<file path="src/rtl/calu_ctrl.sv">
// calu_ctrl: request/response sequencer that holds operands for an external combinational complex ALU
module calu_ctrl #(
  parameter int EXEC_CYCLES = 1,
  parameter int SLOW_CYCLES = 4
) (
  input  logic        clk,
  input  logic        rst_n,
  input  logic        req_valid,
  output logic        req_ready,
  input  logic [31:0] req_z1,
  input  logic [31:0] req_z2,
  input  logic [3:0]  req_opcode,
  output logic [31:0] calu_z1,
  output logic [31:0] calu_z2,
  output logic [3:0]  calu_opcode,
  input  logic [31:0] calu_zout,
  input  logic [11:0] calu_flags,
  output logic        rsp_valid,
  input  logic        rsp_ready,
  output logic [31:0] rsp_zout,
  output logic [11:0] rsp_flags,
  output logic        busy,
  output logic [15:0] op_count
);
  localparam int MAXN = EXEC_CYCLES > SLOW_CYCLES ? EXEC_CYCLES : SLOW_CYCLES;
  localparam int CW = MAXN > 1 ? $clog2(MAXN) : 1;
  typedef enum logic [1:0] {IDLE, EXEC, RESP} state_t;
  state_t state, state_d;
  logic [CW-1:0] cnt;
  logic accept, slow, done;
  always_ff @(posedge clk or negedge rst_n)
    if (!rst_n) state <= IDLE;
    else state <= state_d;
  // a response handshake that coincides with a new request goes straight back to EXEC
  always_comb
    state_d = accept ? EXEC :
              state == EXEC ? (done ? RESP : EXEC) :
              (state == RESP && !rsp_ready) ? RESP : IDLE;
  always_comb begin
    req_ready = state == IDLE || (state == RESP && rsp_ready);
    rsp_valid = state == RESP;
    busy = state != IDLE;
    accept = req_valid && req_ready;
    slow = req_opcode == 4'b0011 || req_opcode == 4'b0100;
    done = state == EXEC && cnt == '0;
  end
  always_ff @(posedge clk or negedge rst_n)
    if (!rst_n) begin
      cnt <= '0;
      calu_z1 <= '0;
      calu_z2 <= '0;
      calu_opcode <= '0;
      rsp_zout <= '0;
      rsp_flags <= '0;
      op_count <= '0;
    end else begin
      if (accept) begin
        calu_z1 <= req_z1;
        calu_z2 <= req_z2;
        calu_opcode <= req_opcode;
        cnt <= slow ? CW'(SLOW_CYCLES - 1) : CW'(EXEC_CYCLES - 1);
      end else if (state == EXEC && cnt != '0) cnt <= cnt - 1'b1;
      if (done) begin
        rsp_zout <= calu_zout;
        rsp_flags <= calu_flags;
      end
      if (state == RESP && rsp_ready) op_count <= op_count + 1'b1;
    end
endmodule
</file>
<file path="config.mk">
export PLATFORM = sky130hd
export DESIGN_NAME = calu_ctrl
export DESIGN_NICKNAME = d
export VERILOG_FILES = /design/src/rtl/calu_ctrl.sv
export SDC_FILE = /design/constraint.sdc
export NUM_CORES = 1
export LEC_CHECK = 0
export CORE_ASPECT_RATIO = 0.5
export CORE_MARGIN = 2
export CORE_UTILIZATION = 41
export CTS_CLUSTER_DIAMETER = 60
export DETAILED_ROUTE_END_ITERATION = 16
export HOLD_SLACK_MARGIN = 0.1
export PLACE_DENSITY = 0.81
export SLEW_MARGIN = 20
export SYNTH_ARGS = -nofsm -noshare
export SYNTH_HDL_FRONTEND = slang
export SYNTH_SLANG_ARGS = --single-unit
</file>
<file path="constraint.sdc">
create_clock -name clk -period 2 [get_ports clk]
set_input_delay 0.5 -clock clk [delete_from_list [all_inputs] [get_ports clk]]
set_output_delay 0.5 -clock clk [all_outputs]
set_load 0.005 [all_outputs]
</file>
==> summary.txt <==
DIE
--------------------------------------------------------------------------------------------------------
Placeable core area                                                                          0.01195 mm2
Die area                                                                                     0.01337 mm2
Starting Density                                                                                  42.58%
IO Pins                                                                                              247
Die Height                                                                                      82.77 um
Row count                                                                                             28
Horizontal die dimension                                                                        161.5 um

WORST SETUP PATH
--------------------------------------------------------------------------------------------------------
Data arrival, critical path                                                                      1.46 ns
Series of cell instances along the critical path                                            inv_1, nand2_1, clkdlybuf4s50_1
Worst path buffer plus inverter count                                                                  2
Launching element type of the critical path                                                     register
Worst endpoint required time                                                                     1.50 ns
Kind of cell adding the most delay to the critical path                                     buffers and inverters
Critical path endpoint category                                                             primary output
Path type of the worst setup path                                                                reg2out
Library cell contributing the largest single delay on the critical path                     sky130_fd_sc_hd__clkdlybuf4s50_1
CP peak stage delay                                                                              0.51 ns
Critical-path maximum fanout                                                                           5

SYNTHESIS
--------------------------------------------------------------------------------------------------------
Library cell occupying the most area in the post-synthesis netlist                          sky130_fd_sc_hd__dfrtp_1
Synth Net Count                                                                                      444
Syn Std Cell Area                                                                           0.005087 mm2
Most used standard cells in the synthesized netlist                                         132 x sky130_fd_sc_hd__dfrtp_1, 114 x sky130_fd_sc_hd__mux2_2, 10 x sky130_fd_sc_hd__nor2_1, 9 x sky130_fd_sc_hd__buf_2, 9 x sky130_fd_sc_hd__nand2_1
Avg Inst Size Synth                                                                            15.61 um2
Synth cell types                                                                                      28
Main area contributors after synthesis                                                      sky130_fd_sc_hd__dfrtp_1 65%, sky130_fd_sc_hd__mux2_2 25%, sky130_fd_sc_hd__xor2_1 1.4%, sky130_fd_sc_hd__xnor2_1 1.2%, sky130_fd_sc_hd__buf_2 0.89%
Dominant cell by count in the synthesized netlist                                           sky130_fd_sc_hd__dfrtp_1
Post-synthesis register bit count                                                                    132
Share of the synthesized area in the top cell type                                                64.93%
Proportion of register bits with asynchronous set or reset after synthesis                        100.0%
Number of synthesized flops with an enable pin                                                         0
Portion of the post-synthesis area used by sequential elements                                    64.93%
Cells after Synth                                                                                    326
Dominant register cell in the synthesized netlist                                           sky130_fd_sc_hd__dfrtp_1
Synth warn                                                                                             0

FINISH
--------------------------------------------------------------------------------------------------------
Area overhead of the layout relative to synthesis                                                 67.76%
Number of nets in the layout                                                                         714
Layout cells sized above 1                                                                        28.41%
Antenna diode count                                                                                    0
Layout Utilization                                                                                71.44%
Non-filler instance count after layout                                                               774

ROUTE
--------------------------------------------------------------------------------------------------------
Count of vias placed by the detailed router                                                         3663
Via count normalized by instance count                                                             4.733
Routed wire length per instance                                                                 17.07 um
Starting DRT DRC Count                                                                               146
DR pass1 iterations                                                                                    4
Total wire length                                                                               13210 um
Remaining antenna violation count after routing                                                        0
Remaining routing DRC violations                                                                       0

PLACE
--------------------------------------------------------------------------------------------------------
Cell count after placement                                                                           737
# port buffers                                                                                       246
Dpl hpwl                                                                                         9476 um
Post-Place Setup Slack                                                                        -0.2096 ns
Placer's final routability congestion estimate                                                    0.7551

TIMING
--------------------------------------------------------------------------------------------------------
Unrepaired setup endpoints after global routing                                                    false
Post-route worst setup slack                                                                  0.04310 ns
Final number of max-transition violations                                                              0
Final total negative setup slack                                                                    0 ns
Final Hold Viols                                                                                       0
Worst slew margin relative to its limit                                                           72.16%
Slew @ Worst Pin                                                                               0.4176 ns
Setup-violating endpoint count in the final report                                                     0
Clock Skews                                                                                  0.008819 ns
Final Cycle Share                                                                                 97.85%
Clock period minus worst slack                                                                  1.957 ns
Top achievable clock speed                                                                    0.5110 GHz

GLOBAL ROUTE
--------------------------------------------------------------------------------------------------------
Antenna violations before repair                                                                       0
Total track usage                                                                                 19.99%
Total global routing overflow                                                                          0
First-pass GRT wire length                                                                      20320 um
Vias in the first global route                                                                      3861
Largest net degree at the start of global routing                                                     49

CTS
--------------------------------------------------------------------------------------------------------
Clock tree from TritonCTS                                                                           done
Number of buffers inserted during clock tree synthesis                                                17
Deepest clock path buffer count                                                                        2
Post-CTS clock slew at the launch and capture registers of the worst setup and hold paths        0.06 ns
Clock root buffer                                                                           sky130_fd_sc_hd__clkbuf_16
# H-tree levels                                                                                        4
Later-pin clock latency in the skew report                                                       0.41 ns
Sinks on the clock net                                                                               132

PWR
--------------------------------------------------------------------------------------------------------
Switch share                                                                                      25.92%
Part of the total power dissipated in combinational logic                                          39.8%
Share of total power in the clock network                                                          25.3%
Power consumption                                                                               13080 uW
Internal Dissipation                                                                             9688 uW
Leakage dissipation                                                                          0.003605 uW
Max VDD drop                                                                                 0.0007764 V
Total power density per cell area                                                            1532 mW/mm2
Sequential share of power                                                                          34.9%
Reported net switching power                                                                     3390 uW

OUTCOME
--------------------------------------------------------------------------------------------------------
Outcome                                                                                        completed

HOLD PATH
--------------------------------------------------------------------------------------------------------
Class of the tightest hold or removal check                                                      reg2reg

FLOW RUN
--------------------------------------------------------------------------------------------------------
Max-cap violation count                                                                                0

[flip-flops by register name, indices dropped and copies added (netlist names)]
signal       cells
calu_z1         32
cnt              2
op_count        16
state            2
rsp_zout        32
calu_z2         32
rsp_flags       12
calu_opcode      4
[through the flow]
step / cell area, um2 / hold WS (ns)
2_1_floorplan: 5087 / 0.2044
3_3_place_gp: 7853 / 0.4499
3_5_place_dp: 7853 / 0.4527
4_1_cts: 8506 / 0.4864
5_1_grt: 8534 / 0.4907
6_report: 8534 / 0.4825
[layout make-up]
class	count	area (um2)
fill	794	3412
sequential	132	3307
timing repair buffer	264	2649
multi-input combinational	175	1715
clock buffer	19	452.9
tap	165	206.4
clock inverter	13	181.4
inverter	6	22.52
[per-layer routing]
layer | track usage [%] | wire [um] | up-vias
li1 | - | - | 1693
met1 | 22.84 | 5344 | 1858
met2 | 36.45 | 7035 | 92
met3 | 5.145 | 586 | 20
met4 | 8.929 | 246 | 0
met5 | 0 | 0 | -
[worst register-to-register path: stages, from the launching register on]
cell	delay, ns
sky130_fd_sc_hd__dfrtp_1	0.44
sky130_fd_sc_hd__nand4_1	0.25
sky130_fd_sc_hd__or4_4	0.64
sky130_fd_sc_hd__nor3_1	0.25
sky130_fd_sc_hd__xor2_1	0.17
[power groups by stage]
stage / Sequential [uW] / Combinational [uW] / Clock, uW
after detailed placement: 4610 / 5200 / 0
after global routing: 4750 / 5550 / 3510
after global placement: 4540 / 5100 / 0
after CTS: 4580 / 5250 / 3380
final: 4570 / 5200 / 3310
after floorplan: 4670 / 1850 / 0
[timing repair]
action	4_1_cts	5_1_grt
gates resized for setup	5	3
setup endpoints to repair	4	3
setup buffers	1	3
hold buffers	1	0
endpoints found under the hold margin	39	0
[cell families after synthesis]
group                      count (synthesis)  synth area share, %
DFF                                      132                64.93
AOI/OAI and AO/OA                          5               0.7133
and+or+nand+nor                           38                4.230
xor gates and xnor gates                  15                2.582
adders and majority gates                  2               0.4918
buffers and inverters                     19                1.623
muxes                                    115                25.43
[placed cells by master, fill, tap and decap left out, drive strengths merged, types with 2 or more instances in the layout]
| cell type | Yosys | routed |
|---|---|---|
| clkbuf | 0 | 19 |
| dlygate4sd2 | 0 | 2 |
| buf | 13 | 18 |
| clkinvlp | 0 | 2 |
| nand4 | 3 | 3 |
| bufinv | 0 | 4 |
| nand2 | 9 | 9 |
| nor4 | 2 | 2 |
| xnor2 | 7 | 7 |
| nand3b | 2 | 2 |
| clkinv | 0 | 7 |
| dfrtp | 132 | 132 |
| nand2b | 2 | 2 |
| ha | 2 | 2 |
| or4 | 2 | 2 |
| nand3 | 2 | 2 |
| o21ai | 2 | 2 |
| inv | 6 | 6 |
| nor2 | 10 | 10 |
| clkdlybuf4s50 | 0 | 243 |
| xor2 | 8 | 8 |
| mux2 | 114 | 114 |
[path summary, 6_finish.rpt]
path                         startpoint           end  slack, ns  cells after the start
setup / recovery               state[1]          busy       0.04                      3
hold / removal             op_count[15]  op_count[15]       0.48                      1
setup reg to reg            op_count[2]  op_count[13]       0.18                      4
hold reg to reg            op_count[15]  op_count[15]       0.48                      1
max in group asynchronous         rst_n   op_count[6]       0.82                      3
min in group asynchronous         rst_n    calu_z2[0]       0.58                      2
No activity file was read; power rests on OpenSTA's default activity.
